### src/rtl/message_pkg.sv
// Shared constants and helpers for the message slicer/stitcher pair.
package message_pkg;

    // Ceiling log2 for sizing counters and pointers at elaboration time.
    function automatic int clog2(input int value);
        int result = 0;
        while ((1 << result) < value) begin
            result++;
        end
        return result;
    endfunction

endpackage

### src/rtl/word_fifo.sv
// Show-ahead word FIFO: the head word sits on read_data while read_valid is high.
module word_fifo
    import message_pkg::*;
#(
    parameter int WIDTH = 64,
    parameter int DEPTH = 32
) (
    input  logic             clk,
    input  logic             rst,
    input  logic             write_strobe,
    input  logic [WIDTH-1:0] write_data,
    input  logic             read_pop,
    output logic             read_valid,
    output logic [WIDTH-1:0] read_data,
    output logic             full,
    output logic             overflow
);

    localparam int LOG_DEPTH = clog2(DEPTH);
    localparam logic [LOG_DEPTH:0] FULL_LEVEL = (LOG_DEPTH + 1)'(DEPTH);

    logic [WIDTH-1:0]     mem [DEPTH];
    logic [LOG_DEPTH-1:0] wr_ptr_reg;
    logic [LOG_DEPTH-1:0] rd_ptr_reg;
    logic [LOG_DEPTH:0]   level_reg;
    logic                 do_pop;
    logic                 do_push;

    assign read_valid = (level_reg != '0);
    assign full       = (level_reg == FULL_LEVEL);
    assign do_pop     = read_pop && read_valid;
    // A pop on the same edge frees the slot, so a full FIFO still accepts the push.
    assign do_push    = write_strobe && (!full || do_pop);
    assign overflow   = write_strobe && full && !do_pop;
    assign read_data  = read_valid ? mem[rd_ptr_reg] : '0;

    always_ff @(posedge clk) begin
        if (do_push) begin
            mem[wr_ptr_reg] <= write_data;
        end
    end

    always_ff @(posedge clk or posedge rst) begin
        if (rst) begin
            wr_ptr_reg <= '0;
            rd_ptr_reg <= '0;
            level_reg  <= '0;
        end else begin
            if (do_push) begin
                wr_ptr_reg <= wr_ptr_reg + 1'b1;
            end
            if (do_pop) begin
                rd_ptr_reg <= rd_ptr_reg + 1'b1;
            end
            case ({do_push, do_pop})
                2'b10:   level_reg <= level_reg + 1'b1;
                2'b01:   level_reg <= level_reg - 1'b1;
                default: level_reg <= level_reg;
            endcase
        end
    end

endmodule

### src/rtl/message_stitcher.sv
// Reassembles N_SLICES narrow slices (MS slice first) into wide words behind an output FIFO.
// Optional STITCHER_ALIGN_CHECK_EN realigns on in_first and flags framing errors.
module message_stitcher
    import message_pkg::*;
#(
    parameter int N_SLICES      = 2,
    parameter int WIDTH         = 32,
    parameter int BUFFER_LENGTH = 32
) (
    input  logic                        clk,
    input  logic                        rst,
    input  logic [WIDTH-1:0]            in_data,
    input  logic                        in_nd,
    input  logic                        in_first,
    output logic [WIDTH*N_SLICES-1:0]   out_data,
    output logic                        out_valid,
    input  logic                        out_ready,
    output logic                        error
);

    localparam int LOG_N_SLICES      = clog2(N_SLICES);
    localparam int LOG_BUFFER_LENGTH = clog2(BUFFER_LENGTH);
    localparam int WORD_W            = WIDTH * N_SLICES;
    localparam int UPPER_W           = WIDTH * (N_SLICES - 1);
    localparam logic [LOG_N_SLICES-1:0] POS_TOP = LOG_N_SLICES'(N_SLICES - 1);

    logic [LOG_N_SLICES-1:0] pos_reg, pos_next;
    logic [UPPER_W-1:0]      asm_reg, asm_next;
    logic                    error_reg;
    logic                    accept;
    logic                    restart;
    logic                    align_err;
    logic                    push;
    logic [WORD_W-1:0]       push_word;
    logic                    overflow;
    logic                    unused_full;

    // Framing decision: whether this slice joins the current word, restarts it, or is dropped.
    always_comb begin
        accept    = in_nd;
        restart   = 1'b0;
        align_err = 1'b0;
`ifdef STITCHER_ALIGN_CHECK_EN
        if (in_nd && in_first && pos_reg != POS_TOP) begin
            accept    = 1'b0;
            restart   = 1'b1;
            align_err = 1'b1;
        end else if (in_nd && !in_first && pos_reg == POS_TOP) begin
            accept    = 1'b0;
            align_err = 1'b1;
        end
`endif
    end

`ifndef STITCHER_ALIGN_CHECK_EN
    logic unused_first;
    assign unused_first = in_first;
`endif

    // Only the upper slices are held; the last slice goes straight into the FIFO word.
    always_comb begin
        pos_next  = pos_reg;
        asm_next  = asm_reg;
        push      = 1'b0;
        push_word = {asm_reg, in_data};
        if (restart) begin
            asm_next                       = '0;
            asm_next[UPPER_W-1 -: WIDTH]   = in_data;
            pos_next                       = POS_TOP - 1'b1;
        end else if (accept) begin
            if (pos_reg == '0) begin
                push     = 1'b1;
                pos_next = POS_TOP;
            end else begin
                asm_next[WIDTH*(int'(pos_reg) - 1) +: WIDTH] = in_data;
                pos_next = pos_reg - 1'b1;
            end
        end
    end

    always_ff @(posedge clk or posedge rst) begin
        if (rst) begin
            pos_reg   <= POS_TOP;
            asm_reg   <= '0;
            error_reg <= 1'b0;
        end else begin
            pos_reg   <= pos_next;
            asm_reg   <= asm_next;
            error_reg <= error_reg | align_err | overflow;
        end
    end

    assign error = error_reg;

    word_fifo #(
        .WIDTH (WORD_W),
        .DEPTH (1 << LOG_BUFFER_LENGTH)
    ) u_fifo (
        .clk          (clk),
        .rst          (rst),
        .write_strobe (push),
        .write_data   (push_word),
        .read_pop     (out_ready),
        .read_valid   (out_valid),
        .read_data    (out_data),
        .full         (unused_full),
        .overflow     (overflow)
    );

endmodule
### config.mk
export PLATFORM = sky130hd
export DESIGN_NAME = message_stitcher
export DESIGN_NICKNAME = d
export VERILOG_FILES = /design/src/rtl/message_pkg.sv /design/src/rtl/word_fifo.sv /design/src/rtl/message_stitcher.sv
export SDC_FILE = /design/constraint.sdc
export NUM_CORES = 2
export LEC_CHECK = 0
export CORE_ASPECT_RATIO = 0.8
export CORE_MARGIN = 4
export CORE_UTILIZATION = 35
export DETAILED_ROUTE_END_ITERATION = 6
export GPL_TIMING_DRIVEN = 0
export PLACE_DENSITY = 0.58
export SLEW_MARGIN = 30
export SYNTH_ARGS = -nofsm -noshare
export SYNTH_HDL_FRONTEND = slang
export SYNTH_SLANG_ARGS = --single-unit
### constraint.sdc
create_clock -name clk -period 12.6 [get_ports clk]
set_input_delay 3.78 -clock clk [delete_from_list [all_inputs] [get_ports clk]]
set_output_delay 3.78 -clock clk [all_outputs]
set_load 0.02 [all_outputs]
## Word level (Yosys, flattened, before mapping)

Memory sizes are Yosys's and may differ from the RTL's.
Index checks and enable logic that the tools add are counted.

- Flip-flop bits (word level): 50
- RAM bits: 2048
- Word-level logic and storage cells: 38
- Memories: 1

- Add/subtract/negate cells: 7
- Equal/unequal tests: 3
- Shifts and indexed selects: 2
- Muxes and demuxes: 8
- Bitwise operators: 1
- Reduce and logical (&&, ||, !) cells: 10

Memories:

| name | depth | width | rd ports | clocked after Yosys merged registers in | write ports | line | RTL |
|---|---|---|---|---|---|---|---|
| u_fifo.mem | 32 | 64 | 1 | 0 | 1 | word_fifo.sv:22 | `logic [WIDTH-1:0] mem [DEPTH];` |

Operators by type and width:

| operator | number |
|---|---|
| 64-bit two-way mux | 1 |
| 7-bit negation with 33-bit output | 1 |
| 32-bit by 33-bit variable shift with 32-bit output, first input constant | 1 |
| 32-bit by 33-bit variable part select with 32-bit output | 1 |
| 32-bit bitwise mux | 1 |
| 6-bit case mux with 2 select lines | 1 |
| 5-bit by 1-bit adder with 5-bit output, second input constant | 2 |
| 6-bit by 1-bit adder with 6-bit output, second input constant | 1 |
| 6-bit == test, second input constant | 1 |
| 6-bit nonzero test | 1 |
| 6-bit by 1-bit subtractor with 6-bit output, second input constant | 1 |
| 1-bit two-way mux | 5 |
| 1-bit logical AND | 4 |
| 2-bit by 1-bit == test with 1-bit output, second input constant | 1 |
| 2-bit == test, second input constant | 1 |
| 1-bit logical NOT | 2 |
| 2-bit AND reduction | 1 |
| 2-bit nonzero test | 1 |
| 1-bit by 1-bit subtractor with 2-bit output, second input constant | 1 |
| 1-bit logical OR | 1 |
| 1-bit bitwise OR | 1 |
| 1-bit subtractor, second input constant | 1 |

## Longest topological paths before layout

- Depth in word-level cells: 6
- Depth in mapped cells: 12

## By module

A second synthesis with hierarchy kept.

- Cell total of the unflattened synthesis: 3575
- Area, all modules: 79804.0 µm²

Modules (own cells, without submodules):

| module | instances | cells each | area an instance (µm²) |
|---|---|---|---|
| word_fifo | 1 | 3501 | 78380.2 |
| message_stitcher | 1 | 74 | 1423.9 |

## Worst setup path before layout

OpenSTA, ideal clock, no wires.

- Path type: input to register
- From: input in_nd
- To: memory u_fifo.mem[31][0] (enable)
- Arrival time: 7.158 ns
- Data required time: 12.113 ns
- Path slack: 4.955 ns
- Stages on the path: 6
- Cell sequence: nor2b_1 -> o41a_1 -> buf_2 -> nand2_1 -> buf_4 -> nor2_1

- Cells in the longest elaborated chain, start to end: 4

RTL lines:

| item | line | RTL |
|---|---|---|
| start, declared | message_stitcher.sv:13 | `input logic in_nd,` |
| 1-bit two-way mux | message_stitcher.sv:70 | `end else if (accept) begin` |
| 1-bit logical AND | word_fifo.sv:33 | `assign do_push = write_strobe && (!full \|\| do_pop);` |
| 1-bit two-way mux | word_fifo.sv:38 | `if (do_push) begin` |
| 1-bit two-way mux (implied by the code) | word_fifo.sv:39 | `mem[wr_ptr_reg] <= write_data;` |
| end, declared | word_fifo.sv:22 |  |

Every way passes these cells.

## Worst setup path after layout

- From: register u_fifo.rd_ptr_reg[1]
- To: output out_data[7]

- Cells in the longest elaborated chain, start to end: 2

RTL lines:

| item | line | RTL |
|---|---|---|
| start, declared | word_fifo.sv:24 | `logic [LOG_DEPTH-1:0] rd_ptr_reg;` |
| start signal, assigned | word_fifo.sv:53 | `rd_ptr_reg <= rd_ptr_reg + 1'b1;` |
| memory 32 x 64 bit | - |  |
| 64-bit two-way mux | word_fifo.sv:35 | `assign read_data = read_valid ? mem[rd_ptr_reg] : '0;` |
| end, declared | message_stitcher.sv:15 | `output logic [WIDTH*N_SLICES-1:0] out_data,` |

Every way passes these cells.

==> run summary <==
Area contributors post-synth = edfxtp_1 (77%), mux4_2 (12%), mux2i_1 (2.2%)
delay-heaviest family, CP = buffers and inverters
max reg flops = 2048
wire per inst = 29.7 um
max_cap viols = 0
final count of negative-setup-slack endpoints = 0
Setup Buffers After CTS = 0
Worst Tran Pin Value = 1.02 ns
Hold-fix buffers, CTS = 0
final net count = 4038
Hold WC Path Type = reg2reg
outcome = completed
DP Area = 88500 um^2
DRC errors left = 0
maximum vdd drop = 196 uV
slew margin rel. = 0.306
P per Cell Area = 229 nW/um^2
crit path launch type = flop
Synth warnings = 0
sequential-to-total area share from yosys stat = 0.787
via/cell ratio = 5.50
largest net degree at the start of global routing = 39
global route overflow = 0
Mapped Area = 79700 um^2
H-tree levels = 4
post-synth top area share = 0.771
Unique masters post-synth = 50
period utilisation layout = 0.735
CTS max path bufs = 3
post-CTS resize count = 0
most common cell after layout, fill and taps aside = edfxtp_1
Post-DRT Antenna Nets = 0
cell count after synthesis = 3542
placed insts = 6789
synthesized area per cell = 22.5 um^2
most common flop cell mapped by yosys = edfxtp_1
Pins Over Slew Limit = 0
number of synthesized flops with an enable pin = 2048
Buffers on Ports = 101
die extent in y = 435 um
Total Power = 21700 uW
Die X = 542 um
antenna violations before repair = 10
crit path max fanout = 10
CTS Sinks = 2098
Worst path slowest cell = a211oi_1
share of cells above drive strength 1 = 0.268
WS Path Type = reg2out
Finished Cell Area = 94900 um^2
LEAKAGE = 0.0300 uW
Starting Density = 0.352
fin cells = 7170
most used cell, CP = buf_4
I/O pin cnt = 103
initial drt markers = 4856
CTS tree = done
RSZ-0062 raised after global routing = false
Critical Path Max Stage Delay = 0.86 ns
post-synthesis async set-or-reset flop share = 0.0238
crit path capture type = primary output
# rows = 156
GP Congestion = 0.744
total die area = 236000 um^2
worst skew pair latency = 0.84 ns
vias in the first global route = 39100
CTS buffer count = 204
final wirelength = 213000 um
Core Footprint = 226000 um^2
commonest cells after routing, fill and taps aside = edfxtp_1 (2048), mux4_2 (442), clkbuf_16 (209), mux2i_1 (176), a22oi_1 (149)
first-pass GRT wire length = 301000 um
GRT Total Usage = 0.178
1st-pass router iterations = 7
Worst Path Arrival = 5.49 ns
Vias = 39500
worst path required time = 8.82 ns
CP bufs+invs = 5
min Tclk post-route = 9.27 ns
Syn Nets = 3587
Area Growth Syn to Fin = 19.0%
Worst-path clk slew = 0.07 ns
Max Fclk = 0.108 GHz
Synth area leader = edfxtp_1
post-synthesis register bit count = 2098
critical-path cell list = buf_2, buf_4, buf_4, nand2_1, clkbuf_1, o221ai_1, a21oi_1, a211oi_1, clkdlybuf4s50_1
Worst Skew = 0.0319 ns
placed wire-length estimate = 148000 um
Hold Vio Cnt, Final = 0
Root Driver = clkbuf_16
[report_power, final]
group	internal, uW	switching [uW]	total, uW
clock	3300	2580	5880
combinational	2700	3990	6690
sequential	8510	614	9120
total	14500	7180	21700
[Yosys cell counts, types with 2 or more instances]
cell,n
mux4_2,442
o221ai_1,36
nor2_1,74
buf_4,20
buf_6,10
nand4_1,2
a2111oi_0,23
nand2_1,70
and2_1,2
nand3_1,2
clkbuf_2,3
a22o_1,31
a22oi_1,149
a211oi_1,36
ha_1,8
a21o_1,2
buf_1,25
dfrtp_1,49
nor3_1,3
nor2b_1,9
edfxtp_1,2048
mux2_2,34
a31oi_1,2
a21oi_1,35
o21ai_0,6
buf_2,69
mux2i_1,176
clkbuf_1,83
nand3b_1,2
or3_1,3
xor2_1,5
xnor2_1,10
nand2b_1,4
inv_1,7
o22ai_1,36
nor2_2,2
a2111oi_2,4
a2111oi_1,8
[area by class of cell]
class | count | area (um^2)
clock inverter | 109 | 876
fill | 19300 | 131000
tap | 3002 | 3760
timing repair buffer | 245 | 4690
antenna | 4 | 10.0
sequential | 2098 | 62800
buffer | 210 | 1050
clock buffer | 268 | 5510
inverter | 7 | 28.8
multi-input combinational | 1227 | 16200
[routing by layer]
| layer | routed length, um | GRT usage |
|---|---|---|
| met5 | 27 | 0 |
| met4 | 3970 | 0.0382 |
| met3 | 20300 | 0.0475 |
| met2 | 92300 | 0.253 |
| met1 | 96400 | 0.275 |
[worst paths after layout]
| path | from | to | slack, ns | cells past startpoint |
|---|---|---|---|---|
| hold / removal | error | error | 0.49 | 1 |
| min in group asynchronous | rst | u_fifo.level_reg[0] | 3.24 | 2 |
| max in group asynchronous | rst | asm_reg[25] | 8.81 | 3 |
| setup / recovery | u_fifo.rd_ptr_reg[1] | out_data[7] | 3.33 | 9 |
| hold reg to reg | error | error | 0.49 | 1 |
| setup reg to reg | u_fifo.level_reg[1] | u_fifo.level_reg[4] | 8.40 | 11 |
[per-stage QoR]
stage	hold WS, ns	util	setup slack [ns]	TNS (ns)
2_1_floorplan	0.505	-	4.96	0
3_3_place_gp	0.478	0.373	-0.708	-207.66
3_5_place_dp	0.467	0.391	4.23	0
4_1_cts	0.494	0.420	3.31	0
5_1_grt	0.507	0.419	3.25	0
6_report	0.493	0.419	3.33	0
[logic make-up after synthesis]
| logic type | Yosys count | share of synthesized area |
|---|---|---|
| DFF | 2098 | 0.787 |
| AOI/OAI and AO/OA | 372 | 0.0353 |
| muxes | 652 | 0.152 |
| xor gates and xnor gates | 15 | 0.00165 |
| and+or+nand+nor | 180 | 0.00971 |
| adders and majority gates | 8 | 0.00126 |
| buffers and inverters | 217 | 0.0132 |
Note: power is estimated with default switching activity, not from simulation.
